File: config.mk
export PLATFORM = sky130hd
export DESIGN_NAME = bias_relu_sequencer
export DESIGN_NICKNAME = d
export VERILOG_FILES = /design/src/rtl/bias_relu_sequencer.sv
export SDC_FILE = /design/constraint.sdc
export NUM_CORES = 1
export LEC_CHECK = 0
export CAP_MARGIN = 20
export CORE_AREA = 5 5 721 723
export CTS_BUF_LIST = sky130_fd_sc_hd__clkbuf_4
export CTS_CLUSTER_DIAMETER = 50
export DETAILED_ROUTE_END_ITERATION = 10
export DIE_AREA = 0 0 726 728
export PLACE_DENSITY_LB_ADDON = 0.15
export SYNTH_ARGS = -nofsm -noshare
export SYNTH_HDL_FRONTEND = slang
export SYNTH_SLANG_ARGS = --single-unit
File: constraint.sdc
create_clock -name clk -period 4 [get_ports clk]
set_input_delay 0.4 -clock clk [delete_from_list [all_inputs] [get_ports clk]]
set_output_delay 0.4 -clock clk [all_outputs]
set_load 0.05 [all_outputs]
File: src/rtl/bias_relu_sequencer.sv
// Per-pixel bias add, saturation and optional ReLU over a stream of accumulator beats.
// The layer pass is sequenced by an IDLE/RUN/DRAIN/DONE FSM feeding a two-stage stallable pipeline.
module bias_relu_sequencer #(
  parameter int unsigned NUM_CH = 112,
  parameter int unsigned ACC_W  = 24
) (
  input  logic                clk,
  input  logic                rst_n,
  input  logic                start,
  input  logic [15:0]         num_pix,
  input  logic                relu_en,
  input  logic [16*NUM_CH-1:0] bias_mem,
  input  logic                in_valid,
  output logic                in_ready,
  input  logic [ACC_W-1:0]    acc_in,
  output logic                out_valid,
  input  logic                out_ready,
  output logic [15:0]         out_data,
  output logic [6:0]          out_ch,
  output logic                out_last,
  output logic                busy,
  output logic                done
);

  localparam int unsigned SUM_W = ACC_W + 1;
  localparam logic [6:0] CH_LAST = 7'(NUM_CH - 1);
  localparam logic signed [SUM_W-1:0] SAT_MAX = SUM_W'(32767);
  localparam logic signed [SUM_W-1:0] SAT_MIN = SUM_W'(-32768);

  typedef enum logic [1:0] {IDLE, RUN, DRAIN, DONE} state_t;

  state_t state, next_state;

  logic [6:0]  ch;
  logic [15:0] pix;
  logic [15:0] num_pix_q;
  logic        relu_q;
  logic        en, accept, last_beat;

  logic                    s1_valid, s1_last;
  logic signed [ACC_W-1:0] s1_acc;
  logic [6:0]              s1_ch;
  logic signed [16:0]      s1_bias;

  logic [15:0]             bias_arr [NUM_CH];
  logic [15:0]             bias_raw;
  logic signed [16:0]      bias_mag, bias_c;
  logic signed [SUM_W-1:0] sum_c;
  logic [15:0]             res_c;

  for (genvar i = 0; i < NUM_CH; i++) begin : g_bias
    assign bias_arr[i] = bias_mem[16*i +: 16];
  end

  assign en        = !out_valid || out_ready;
  assign in_ready  = (state == RUN) && en;
  assign accept    = in_valid && in_ready;
  assign last_beat = (ch == CH_LAST) && (pix == num_pix_q - 16'd1);

  // State register
  always_ff @(posedge clk or negedge rst_n) begin
    if (!rst_n) state <= IDLE;
    else        state <= next_state;
  end

  // Next-state logic
  always_comb begin
    next_state = state;
    case (state)
      IDLE:    if (start) next_state = (num_pix != 16'd0) ? RUN : DONE;
      RUN:     if (accept && last_beat) next_state = DRAIN;
      DRAIN:   if (!s1_valid && !out_valid) next_state = DONE;
      DONE:    next_state = IDLE;
      default: next_state = IDLE;
    endcase
  end

  // Pass parameters, channel/pixel counters and status flags
  always_ff @(posedge clk or negedge rst_n) begin
    if (!rst_n) begin
      ch        <= '0;
      pix       <= '0;
      num_pix_q <= '0;
      relu_q    <= 1'b0;
      busy      <= 1'b0;
      done      <= 1'b0;
    end else begin
      busy <= (next_state != IDLE);
      done <= (next_state == DONE);
      if (state == IDLE && start) begin
        num_pix_q <= num_pix;
        relu_q    <= relu_en;
        ch        <= '0;
        pix       <= '0;
      end else if (accept) begin
        if (ch == CH_LAST) begin
          ch  <= '0;
          pix <= pix + 16'd1;
        end else begin
          ch <= ch + 7'd1;
        end
      end
    end
  end

  // Sign-magnitude bias to two's complement; negative zero falls out as 0
  always_comb begin
    bias_raw = bias_arr[ch];
    bias_mag = $signed({2'b00, bias_raw[14:0]});
    bias_c   = bias_raw[15] ? -bias_mag : bias_mag;
  end

  // Widened add, saturate to 16 bits, then optional ReLU
  always_comb begin
    sum_c = SUM_W'(s1_acc) + SUM_W'(s1_bias);
    if (sum_c > SAT_MAX)      res_c = 16'h7FFF;
    else if (sum_c < SAT_MIN) res_c = 16'h8000;
    else                      res_c = sum_c[15:0];
    if (relu_q && res_c[15])  res_c = 16'h0000;
  end

  // Two pipeline stages sharing one enable
  always_ff @(posedge clk or negedge rst_n) begin
    if (!rst_n) begin
      s1_valid  <= 1'b0;
      s1_last   <= 1'b0;
      s1_acc    <= '0;
      s1_ch     <= '0;
      s1_bias   <= '0;
      out_valid <= 1'b0;
      out_data  <= '0;
      out_ch    <= '0;
      out_last  <= 1'b0;
    end else if (en) begin
      s1_valid  <= accept;
      if (accept) begin
        s1_acc  <= acc_in;
        s1_ch   <= ch;
        s1_last <= last_beat;
        s1_bias <= bias_c;
      end
      out_valid <= s1_valid;
      out_last  <= s1_valid && s1_last;
      if (s1_valid) begin
        out_data <= res_c;
        out_ch   <= s1_ch;
      end
    end
  end

endmodule

---- Word level (Yosys, flattened, before mapping) ----
Index checks and enable logic that the tools add are counted.
word-level totals
  register bits after elaboration ......... 119
  input port bits ......................... 1,838
  output and inout bits ................... 28
  logic and storage cells ................. 68
operators by class
  magnitude comparators ................... 3
  add/sub/neg operators ................... 5
  bitwise gates (word level) .............. 1
  reductions and logical operators ........ 19
  equality and inequality tests ........... 6
  mux-type cells .......................... 18
operators with widths
  cell                                                             number
  two-way mux 16 bit                                               8
  binary-select mux 16 bit (select 7 bit)                          1
  adder 24 x 17 -> 25 bit                                          1
  greater-than comparator 25 x 16 -> 1 bit, second input constant  1
  < comparator 25 x 16 -> 1 bit, second input constant             1
  two-way mux 7 bit                                                3
  two-way mux 17 bit                                               1
  negation 15 -> 17 bit                                            1
  adder 16 x 1 -> 16 bit, second input constant                    1
  equality test 16 bit                                             1
  nonzero test 16 bit                                              1
  subtractor 16 x 1 -> 16 bit, second input constant               1
  >= comparator 8 bit, second input constant                       1
  logical AND 1 bit                                                8
  two-way mux 2 bit                                                4
  inverter 7 -> 8 bit                                              1
  one-hot mux 2 bit (4 select lines)                               1
  adder 7 x 1 -> 7 bit, second input constant                      1
  equality test 7 bit, second input constant                       1
  equality test 2 bit, second input constant                       3
  AND reduction 2 bit                                              3
  nonzero test 2 bit                                               3
  equality test 2 x 1 -> 1 bit, second input constant              1
  logical NOT 1 bit                                                2
  2 further kinds                                                  2

---- Logic depth before layout (Yosys ltp) ----
Gate-level depths: netlist of the first run.
  word-level depth ........................ 8
  mapped depth ............................ 17
  depth with buffers taken out ............ 11

---- Worst setup path before layout of the first run ----
No wires, ideal clock.
  path kind ............................... reg2reg
  start point ............................. register out_valid
  end point ............................... register state[0]
  arrival ................................. 3.783 ns
  path buffers ............................ 2
  slack ................................... 0.081 ns
  data required time ...................... 3.864 ns
  stages on the path, launching flop included .. 11
  library setup time ...................... 0.136 ns
  period minus slack after synthesis ...... 3.919 ns
  path through ............................ dfrtp_1 nor2b_1 nor3b_1 and2_1 clkbuf_1 and2_1 clkbuf_1 nand2_1 or4_1 nor4_1 o31ai_1
between the ends
  cells in the longest elaborated chain, start to end .. 7
  elaborated cells between the ends (all ways) .. 9
  classes of those cells .................. 3 x mux; 6 x reduce/logical
RTL lines
  element                             RTL line  RTL
  start: declaration                  16        output logic out_valid,
  start signal: assignment            142       out_valid <= s1_valid;
  logical NOT 1 bit                   55        assign en = !out_valid || out_ready;
  logical OR 1 bit                    55
  logical AND 1 bit                   56        assign in_ready = (state == RUN) && en;
  named net in_ready                  14        output logic in_ready,
  logical AND 1 bit                   57        assign accept = in_valid && in_ready;
  logical AND 1 bit                   71        RUN: if (accept && last_beat) next_state = DRAIN;
  two-way mux 2 bit                   71
  one-hot mux 2 bit (4 select lines)  69        case (state)
  named net next_state[0]             32        state_t state, next_state;
  end signal: assignment              63        else state <= next_state;
  end: declaration                    32
The timed path passes the listed nets, and every way through them passes these cells.
A chain may end at the register's enable or synchronous reset.

---- Final worst setup path of the first run ----
  start point ............................. register ch[0]
  end point ............................... register s1_bias[14]
between the ends
  cells in the longest elaborated chain, start to end .. 6
RTL lines
  element                                                    RTL line  RTL
  start: declaration                                         34        logic [6:0] ch;
  start signal: assignment                                   100       ch <= ch + 7'd1;
  inverter 7 -> 8 bit (implied by the code) (*)              108       bias_raw = bias_arr[ch];
  binary-select mux 16 bit (select 7 bit) (*)                108
  two-way mux 16 bit (implied by the code) (*) (2 in a row)  108
  negation 15 -> 17 bit                                      110       bias_c = bias_raw[15] ? -bias_mag : bias_mag;
  two-way mux 17 bit (*)                                     110
  end signal: assignment                                     140       s1_bias <= bias_c;
  end: declaration                                           43        logic signed [16:0] s1_bias;
Mark *: on every way between the ends. The rest lies on a longest branch, timed or not. The select of a mux whose other input is x is not followed.

==> results.toml, run 1 <==
[outcome]
status = "finished, violations left"
violations = "negative setup slack"

[critical_path]
worstPathMaxFanout = 5
crit_required_ps = 4650
endpoint_kind = "flip-flop"
worstSetupStartpointType = "flip-flop"
reg2reg_slack_ps = -20
crit_type = "flip-flop to flip-flop"
arrival_ps = 4670

[placed_design]
place_inst = 10700
port_buffers = 1865
hpwl_mm = 332
gp_congestion = 0.876
preCtsSetupSlack_ps = -931
dpl-instance-area_mm2 = 0.0519

[grt]
track_usage = 0.132
overflow = 0
gr-max-usage-layer = "met2"
grt_pass1_wl_mm = 436
gr-usage-met3 = 0.0242
grt_util_met1 = 0.158
first_global_vias = 31700
grtUsageMet2 = 0.251
grt_max_degree = 48
antenna_found_initial = 226

[routing]
viasPerCell = 2.68
wl_mm = 365
ant_nets = 0
drt-initial-drc-count = 1682
vias = 29200
dr.pass1.iters = 5
wire_per_inst_um = 33.5
drc = 0

[clock_network]
tritoncts = "yes"
htreeDepth = 4
cts_max_path_buffers = 2
cts.sinks = 119
clock_latency_ps = 770
path_clk_slew_ps = 160
numCtsBuffers = 17
cts_root_buf = "clkbuf_4"

[power]
p_leak_nw = 17.8
power_density_mw_per_mm2 = 547
max-vdd-ir-drop_uv = 339

[final_layout]
multi_input_area_mm2 = 0.0185
final_area_mm2 = 0.0543
layout.cells.non_filler = 10900
fill_cells = 58800
final_common_cell = "clkdlybuf4s50_1"
layout_common_cells = "clkdlybuf4s50_1, mux4_2, buf_4"
fin_nets = 5948
area_growth_pct = 151
seq_area_mm2 = 0.00300
drive_above_1_share = 0.278

[sta]
setup_viol = 1
clock_skew_ps = 33.7
hold_viol_final = 0
slew_headroom = 0.320
period_minus_slack_ps = 4020
tightest_slew_ps = 1020
rsz0062_at_grt = "true"
min_period_over_period = 1.00
slew_violations = 0
max_freq_ghz = 0.249
setup_slack_ps = -18.1

[floorplan]
die_h_um = 728
initial_core_util = 0.0423
die-area_mm2 = 0.529
die_w_um = 726
num_io_pins = 1866
rows = 263
fp.coreArea_mm2 = 0.512

[synth]
avgSynthCellArea_um2 = 11.3
synthCells = 1919
yosysTopAreaCell = "mux4_2"
synthTopCellsByArea = "mux4_2, dfrtp_1, mux2i_1"
yosysSeqAreaShare = 0.138
syn_area_mm2 = 0.0216
synth_flop_cell = "dfrtp_1"
synth_edf_count = 0
ys_types = 88
ys_ff_latch = 119
yosysTopAreaCellShare = 0.434
yosysWarnings = 0
synth_nets = 3786
synthArstFlopShare = 1.00

[job]
cap_violations = 0

[worst_hold_path]
hp-class = "input pin to flip-flop"
cell usage after synthesis (6+ instances only):
cell type    n
mux4_2     417
nand2_1    241
dfrtp_1    119
mux2i_1    119
clkbuf_1    82
a21oi_1     76
nor2_1      65
a22oi_1     54
o21ai_0     42
buf_2       39
buf_6       36
xnor2_1     36
mux2_2      34
a211oi_1    33
nand3_1     33
xor2_1      33
ha_1        28
a22o_1      27
o221ai_1    27
o22ai_1     26
buf_4       24
a31oi_1     20
nor3_1      20
inv_1       19
a221oi_1    18
a211o_1     17
and3_1      15
a21o_1      14
buf_1       14
o21ai_1     13
a41oi_1     11
nand4_1     11
nor2b_1     11
nor4_1      10
o211ai_1    10
nand2b_1     9
and2_1       7
or4_1        7
mux2_1       6
o31ai_1      6
timing repair:
action                     CTS  global route
setup buffers               26            32
gates resized for setup    153            80
setup endpoints to repair   16            26
hold buffers                 3             0
hold endpoints to repair    45             0
pin swaps                   26            28
gates cloned                 7             3
cell families after synthesis:
logic type	count (synthesis)	share of synthesized area
compound gates	437	0.144
xor+xnor	69	0.0279
fa+ha+maj	29	0.0171
buf+inv	219	0.0584
flops	119	0.138
mux	581	0.515
simple gates	465	0.100
path summary, 6_finish.rpt:
kind,start,end,depth (start not counted)
worst min-delay path,acc_in[0],s1_acc[0]$_DFFE_PN0P_,3
worst min register to register,out_ch[4]$_DFFE_PN0P_,out_ch[4]$_DFFE_PN0P_,2
worst max-delay path,ch[0]$_DFFE_PN0P_,s1_bias[14]$_DFFE_PN0P_,17
min in group asynchronous,rst_n,out_data[14]$_DFFE_PN0P_,2
max in group asynchronous,rst_n,done$_DFF_PN0_,3
worst max register to register,ch[0]$_DFFE_PN0P_,s1_bias[14]$_DFFE_PN0P_,17
registers in the layout (all words and copies together), names as in the netlist, 2 cells and up:
register   cells
ch             7
num_pix_q     16
out_ch         7
out_data      16
pix           16
s1_acc        24
s1_bias       17
s1_ch          7
state          2
through the flow:
stage                     setup TNS [ps]  power (mW)  utilization  hold WS [ps]
final                              -18.1        29.7        0.106           162
after global routing               -1290        31.8        0.106          39.9
after CTS                          -1580        30.5        0.104          5.96
after detailed placement          -11620        28.1        0.101           466
after global placement            -26390        28.2        0.101           463
after floorplan                        0        11.7            -           104
critical path, cell delays in order, from the launching register on:
cell and delay [ps]:
dfrtp_4 520, buf_12 160, buf_16 160, buf_8 150
buf_4 120, mux4_2 440, a22o_2 380, a211oi_2 250
a211oi_1 120, nor3_4 340, buf_6 170, ha_4 150
inv_4 40, nor4_4 230, buf_6 170, a41oi_2 130
xor2_1 210, o21ai_1 80
power breakdown:
group	total [mW]	switching, mW	internal, mW
clock network	0.921	0.664	0.257
registers	2.07	0.551	1.51
logic	26.7	15.0	11.7
per-layer routing:
metal,part of all wire,wire length (um)
met4,0.0092,3350
met3,0.049,18000
met1,0.40,148000
met5,0.0010,373
met2,0.54,195000
layout make-up:
cell class              instances  area share
multi-input cells            1581       0.340
flip-flops and latches        119      0.0553
clock buffers                  17     0.00235
diodes                         44     0.00203
well taps                    6757       0.156
repair buffers               2340       0.440
inverters                      22     0.00182
clock inverters                15     0.00214
(Power assumes the default switching activity.)
==> run 2, diff against run 1 <==
--- a/config.mk
+++ b/config.mk
@@ -5,13 +5,14 @@
 export SDC_FILE = /design/constraint.sdc
 export NUM_CORES = 1
 export LEC_CHECK = 0
-export CAP_MARGIN = 20
+export CAP_MARGIN = 5
 export CORE_AREA = 5 5 721 723
 export CTS_BUF_LIST = sky130_fd_sc_hd__clkbuf_4
 export CTS_CLUSTER_DIAMETER = 50
 export DETAILED_ROUTE_END_ITERATION = 10
 export DIE_AREA = 0 0 726 728
 export PLACE_DENSITY_LB_ADDON = 0.15
+export SLEW_MARGIN = 20
 export SYNTH_ARGS = -nofsm -noshare
 export SYNTH_HDL_FRONTEND = slang
 export SYNTH_SLANG_ARGS = --single-unit
==> results.toml, run 2 (synthesis results as in run 1) <==
[outcome]
status = "finished, violations left"
violations = "negative setup slack"

[sta]
max_freq_ghz = 0.248
rsz0062_at_grt = "true"
hold_viol_final = 0
tightest_slew_ps = 1070
setup_slack_ps = -24.3
min_period_over_period = 1.01
period_minus_slack_ps = 4020
clock_skew_ps = 47.2
slew_violations = 0
setup_viol = 1
slew_headroom = 0.275

[final_layout]
final_area_mm2 = 0.0541
final_common_cell = "clkdlybuf4s50_1"
fin_util = 0.106
fin_nets = 5935
reg_top3 = "s1_acc (24), s1_bias (17)"
max_flop_register = "s1_acc"
area_growth_pct = 150
fill_cells = 58800
largest_register_ffs = 24
layout_common_cells = "clkdlybuf4s50_1, mux4_2, buf_4"
layout.cells.non_filler = 10900
drive_above_1_share = 0.276

[placed_design]
port_buffers = 1865
place_inst = 10700
preCtsSetupSlack_ps = -963
hpwl_mm = 332
dpl-instance-area_mm2 = 0.0519
gp_congestion = 0.876

[critical_path]
crit_required_ps = 4650
r2r-start = "ch[0]$_DFFE_PN0P_"
worstSetupStartpointType = "flip-flop"
setup.worst_path.start = "ch[0]$_DFFE_PN0P_"
arrival_ps = 4680
endpoint_kind = "flip-flop"
worstPathMaxFanout = 7
crit_type = "flip-flop to flip-flop"

[floorplan]
die_w_um = 726
die-area_mm2 = 0.529
num_io_pins = 1866
rows = 263
fp.coreArea_mm2 = 0.512
die_h_um = 728
initial_core_util = 0.0423

[power]
p_total_mw = 29.5
power_density_mw_per_mm2 = 546
max-vdd-ir-drop_uv = 301
p_leak_nw = 17.7

[clock_network]
htreeDepth = 4
cts.sinks = 119
numCtsBuffers = 17
cts_max_path_buffers = 2
path_clk_slew_ps = 170
cts_root_buf = "clkbuf_4"
tritoncts = "yes"
clock_latency_ps = 790

[grt]
overflow = 0
grt_pass1_wl_mm = 438
first_global_vias = 31800
antenna_found_initial = 221
grt_max_degree = 48
track_usage = 0.132

[routing]
drt-initial-drc-count = 1733
vias = 29300
viasPerCell = 2.70
wl_mm = 364
wire_per_inst_um = 33.5
drc = 0
dr.pass1.iters = 6
ant_nets = 0

[worst_hold_path]
hp-class = "input pin to flip-flop"
hp-start = "acc_in[2]"

[job]
cap_violations = 0
## run 2: cell count changes in the layout (fill, tap and decap cells not counted), moves of 3 or more
| cell | delta |
|---|---|
| clkinvlp_4 | -3 |
| diode_2 | -14 |
| buf_6 | -6 |
| clkinv_4 | +3 |
| a21oi_2 | +3 |
| clkbuf_16 | -3 |
| buf_16 | -5 |
| a221oi_2 | -3 |
| buf_8 | +4 |
## run 2: metrics by stage
step | hold WS, ps | setup TNS [ps]
2_1_floorplan | 104 | 0
3_3_place_gp | 463 | -26390
3_5_place_dp | 466 | -11740
4_1_cts | 13.3 | -684
5_1_grt | 55.4 | -1170
6_report | 147 | -24.3
## run 2: cell type report
type	instances	area [um^2]	area share
diodes	30	75.1	0.00139
clock buffers	17	128	0.00236
clock inverters	15	155	0.00287
inverters	22	98.8	0.00183
multi-input cells	1581	18500	0.342
flip-flops and latches	119	3000	0.0555
well taps	6757	8450	0.156
repair buffers	2327	23700	0.438
## run 2: worst paths after layout
path,endpoint,slack (ps),cells after the start
hold / removal,s1_acc[2]$_DFFE_PN0P_,150,3
min in group asynchronous,out_data[14]$_DFFE_PN0P_,300,2
setup / recovery,s1_bias[14]$_DFFE_PN0P_,-20,17
setup reg to reg,s1_bias[14]$_DFFE_PN0P_,-20,17
max in group asynchronous,done$_DFF_PN0_,2830,3
hold reg to reg,s1_last$_DFFE_PN0P_,500,1
## run 2: power breakdown
group          internal [mW]  leakage [nW]  switching (mW)
Clock                  0.332         0.154           0.679
Combinational           11.6          16.1            14.9
Sequential              1.51          1.49           0.562
## run 2: critical path, cell delays in order (launching register included)
cell and delay [ps]:
dfrtp_4 510, buf_12 150, buf_16 150, buf_12 180, buf_6 110, mux4_2 460, a22o_4 260, a221oi_4 370
o22ai_4 180, nor3_4 290, buf_6 150, ha_4 150, inv_4 40, nor4_4 210, buf_6 170, a41oi_2 150
xor2_1 240, o21ai_1 80
## run 2: layer usage
layer | vias to the layer above | share of wire | GRT usage
met5 | - | 0.0010 | 0
met4 | 60 | 0.0059 | 0.00450
met3 | 311 | 0.047 | 0.0223
met2 | 1332 | 0.54 | 0.254
met1 | 15200 | 0.41 | 0.160
li1 | 12400 | - | -
## run 2: repair_timing
action / 4_1_cts / 5_1_grt
pin swaps: 28 / 29
gates cloned: 6 / 0
gates resized for setup: 165 / 51
endpoints found under the hold margin: 43 / 0
setup buffers: 45 / 9
endpoints found under the setup margin: 16 / 23
hold buffers: 1 / 0
==> run 3, diff against run 2 <==
--- a/config.mk
+++ b/config.mk
@@ -5,12 +5,13 @@
 export SDC_FILE = /design/constraint.sdc
 export NUM_CORES = 1
 export LEC_CHECK = 0
+export ABC_AREA = 1
 export CAP_MARGIN = 5
-export CORE_AREA = 5 5 721 723
+export CORE_AREA = 5 5 714 716
 export CTS_BUF_LIST = sky130_fd_sc_hd__clkbuf_4
 export CTS_CLUSTER_DIAMETER = 50
 export DETAILED_ROUTE_END_ITERATION = 10
-export DIE_AREA = 0 0 726 728
+export DIE_AREA = 0 0 719 721
 export PLACE_DENSITY_LB_ADDON = 0.15
 export SLEW_MARGIN = 20
 export SYNTH_ARGS = -nofsm -noshare
==> results.toml, run 3 <==
[placed_design]
place_inst = 13700
gp_congestion = 0.814
dpl-instance-area_mm2 = 0.0554
port_buffers = 1865
hpwl_mm = 329
preCtsSetupSlack_ps = -707

[worst_hold_path]
min_to = "s1_acc[0]$_DFFE_PN0P_"
hp-class = "input pin to flip-flop"
hp-start = "acc_in[0]"
min_path_cells = 3

[synth]
synth_edf_count = 0
yosysTopAreaCellShare = 0.191
yosysWarnings = 0
synth_flop_cell = "dfrtp_1"
yosysSeqAreaShare = 0.118
ys_ff_latch = 119
synthCells = 5066
synth_nets = 6933
avgSynthCellArea_um2 = 5.00
synthMuxAreaShare = 0.000790
synthTopCellsByArea = "nand2_1, nor2_1, o21ai_0"
synth_compound_gate_area_share = 0.245
ys_types = 47
synthArstFlopShare = 1.00
syn_area_mm2 = 0.0253
synth_xor_area_frac = 0.0173
synth_fa_ha_area_frac = 0.0146
yosysTopAreaCell = "nand2_1"
synth.most_common_cell = "nand2_1"
synth_top_family_by_area = "simple AND/OR/NAND/NOR gates"
ys_top_cells_by_count = "nand2_1, nor2_1, o21ai_0, nand3_1, inv_1"
synthSimpleGateAreaFrac = 0.486

[sta]
rsz0062_at_grt = "true"
tns_ps = 0
min_period_over_period = 0.960
tightest_slew_ps = 934
hold_slack_ps = 181
slew_violations = 0
setup_slack_ps = 159
setup_viol = 0
hold_viol_final = 0
slew_headroom = 0.377
max_freq_ghz = 0.260
period_minus_slack_ps = 3840
clock_skew_ps = 53.0

[clock_network]
cts_root_buf = "clkbuf_4"
path_clk_slew_ps = 170
cts_max_path_buffers = 2
cts.sinks = 119
tritoncts = "yes"
numCtsBuffers = 17
clock_latency_ps = 740
htreeDepth = 4

[final_layout]
final_common_cell = "clkdlybuf4s50_1"
layout.cells.non_filler = 13800
max_flop_register = "s1_acc"
layout_common_cells = "clkdlybuf4s50_1, nand2_1, nor2_1"
area_growth_pct = 123
drive_above_1_share = 0.0841
final_area_mm2 = 0.0565
largest_register_ffs = 24
reg_top3 = "s1_acc (24), s1_bias (17)"
fin_nets = 8882
fin_util = 0.112

[grt]
first_global_vias = 44600
grt_max_degree = 78
grt_pass1_wl_mm = 472
antenna_found_initial = 196
track_usage = 0.138
overflow = 0

[critical_path]
worst-r2r-cell-count = 19
r2r-start = "ch[0]$_DFFE_PN0P_"
path_cells = "buf_16 -> buf_12 -> buf_12 -> nor2_1 -> nor2_1 -> o21ai_0 -> nand3_1 -> nand3_2 -> nand2_1 -> nand3_1 -> nand3_1 -> buf_12 -> nand2_1 -> nand2_1 -> nor2_1 -> nand3_2 -> buf_4 -> nor3_1 -> o21ai_1"
crit_slowest_cell = "dfrtp_4"
reg2reg_slack_ps = 160
crit_type = "flip-flop to flip-flop"
crit_required_ps = 4610
critical_path.max_stage_delay_ps = 620
endpoint_kind = "flip-flop"
arrival_ps = 4450
crit-reg2reg-capture = "s1_bias[15]$_DFFE_PN0P_"
worstPathMaxFanout = 23
worstSetupStartpointType = "flip-flop"

[routing]
wire_per_inst_um = 27.2
ant_nets = 0
viasPerCell = 3.06
drc = 0
dr.pass1.iters = 7
vias = 42200
wl_mm = 375
drt-initial-drc-count = 2310

[floorplan]
fp.coreArea_mm2 = 0.503
initial_core_util = 0.0503
die-area_mm2 = 0.518
num_io_pins = 1866
die_w_um = 719
rows = 261
die_h_um = 721

[power]
p_total_mw = 35.7
power_density_mw_per_mm2 = 632
p_leak_nw = 21.7
max-vdd-ir-drop_uv = 234

[outcome]
status = "completed"

[job]
cap_violations = 0
==> run 3: repair_timing <==
item                                    in CTS  in global routing
gates resized for setup                     45                 44
gates cloned                                 3                  2
hold buffers                                 1                  0
endpoints found under the setup margin      16                 15
buffers inserted                            10                  0
pin swaps                                    5                  8
endpoints found under the hold margin       45                  0
==> run 3: layer usage <==
layer	global-route usage	vias to the layer above	wire [um]
met4	0.0108	88	2310
met1	0.167	19800	157000
met3	0.0307	248	21700
li1	-	20500	-
met5	0	-	529
met2	0.257	1485	194000
==> run 3: worst max-delay path, delay by kind of cell (launching register included) <==
family / cells / cell delay (ps)
buffers and inverters: 5 / 890
AO/OA/AOI/OAI: 2 / 260
AND/OR/NAND/NOR: 12 / 1810
flip-flops: 1 / 620
==> run 3: worst max path at each step <==
| stage | depth (start not counted) | endpoint | from |
|---|---|---|---|
| 6_report | 19 | s1_bias[15]$_DFFE_PN0P_ | ch[0]$_DFFE_PN0P_ |
| 5_1_grt | 21 | s1_bias[13]$_DFFE_PN0P_ | ch[0]$_DFFE_PN0P_ |
| 4_1_cts | 16 | s1_bias[6]$_DFFE_PN0P_ | ch[0]$_DFFE_PN0P_ |
| 3_5_place_dp | 15 | s1_bias[6]$_DFFE_PN0P_ | ch[1]$_DFFE_PN0P_ |
| 3_3_place_gp | 15 | s1_bias[6]$_DFFE_PN0P_ | ch[1]$_DFFE_PN0P_ |
| 2_1_floorplan | 20 | s1_bias[6]$_DFFE_PN0P_ | ch[0]$_DFFE_PN0P_ |
==> run 3: cell families (layout without fill, tap and decap cells) <==
logic type,Yosys count,count (layout)
buf+inv,653,2615
fa+ha+maj,29,29
compound gates,1146,1146
other cells,0,64
flops,119,119
xor+xnor,50,50
mux,2,2
simple gates,3067,3067
==> run 3: where the power goes <==
part	internal [mW]	total [mW]	switching (mW)
clock	0.559	1.19	0.636
combinational	11.4	32.3	20.9
sequential	1.59	2.21	0.616
==> run 3: cell type report <==
type                            count  area [um^2]
Clock inverter                     15          223
Multi-Input combinational cell   4294        19600
Timing Repair Buffer             2328        24000
Fill cell                       59400       447000
Clock buffer                       17          128
Sequential cell                   119         3000
Antenna cell                       64          160
Timing Repair inverter              1         8.76
Inverter                          254         1030
Tap cell                         6706         8390
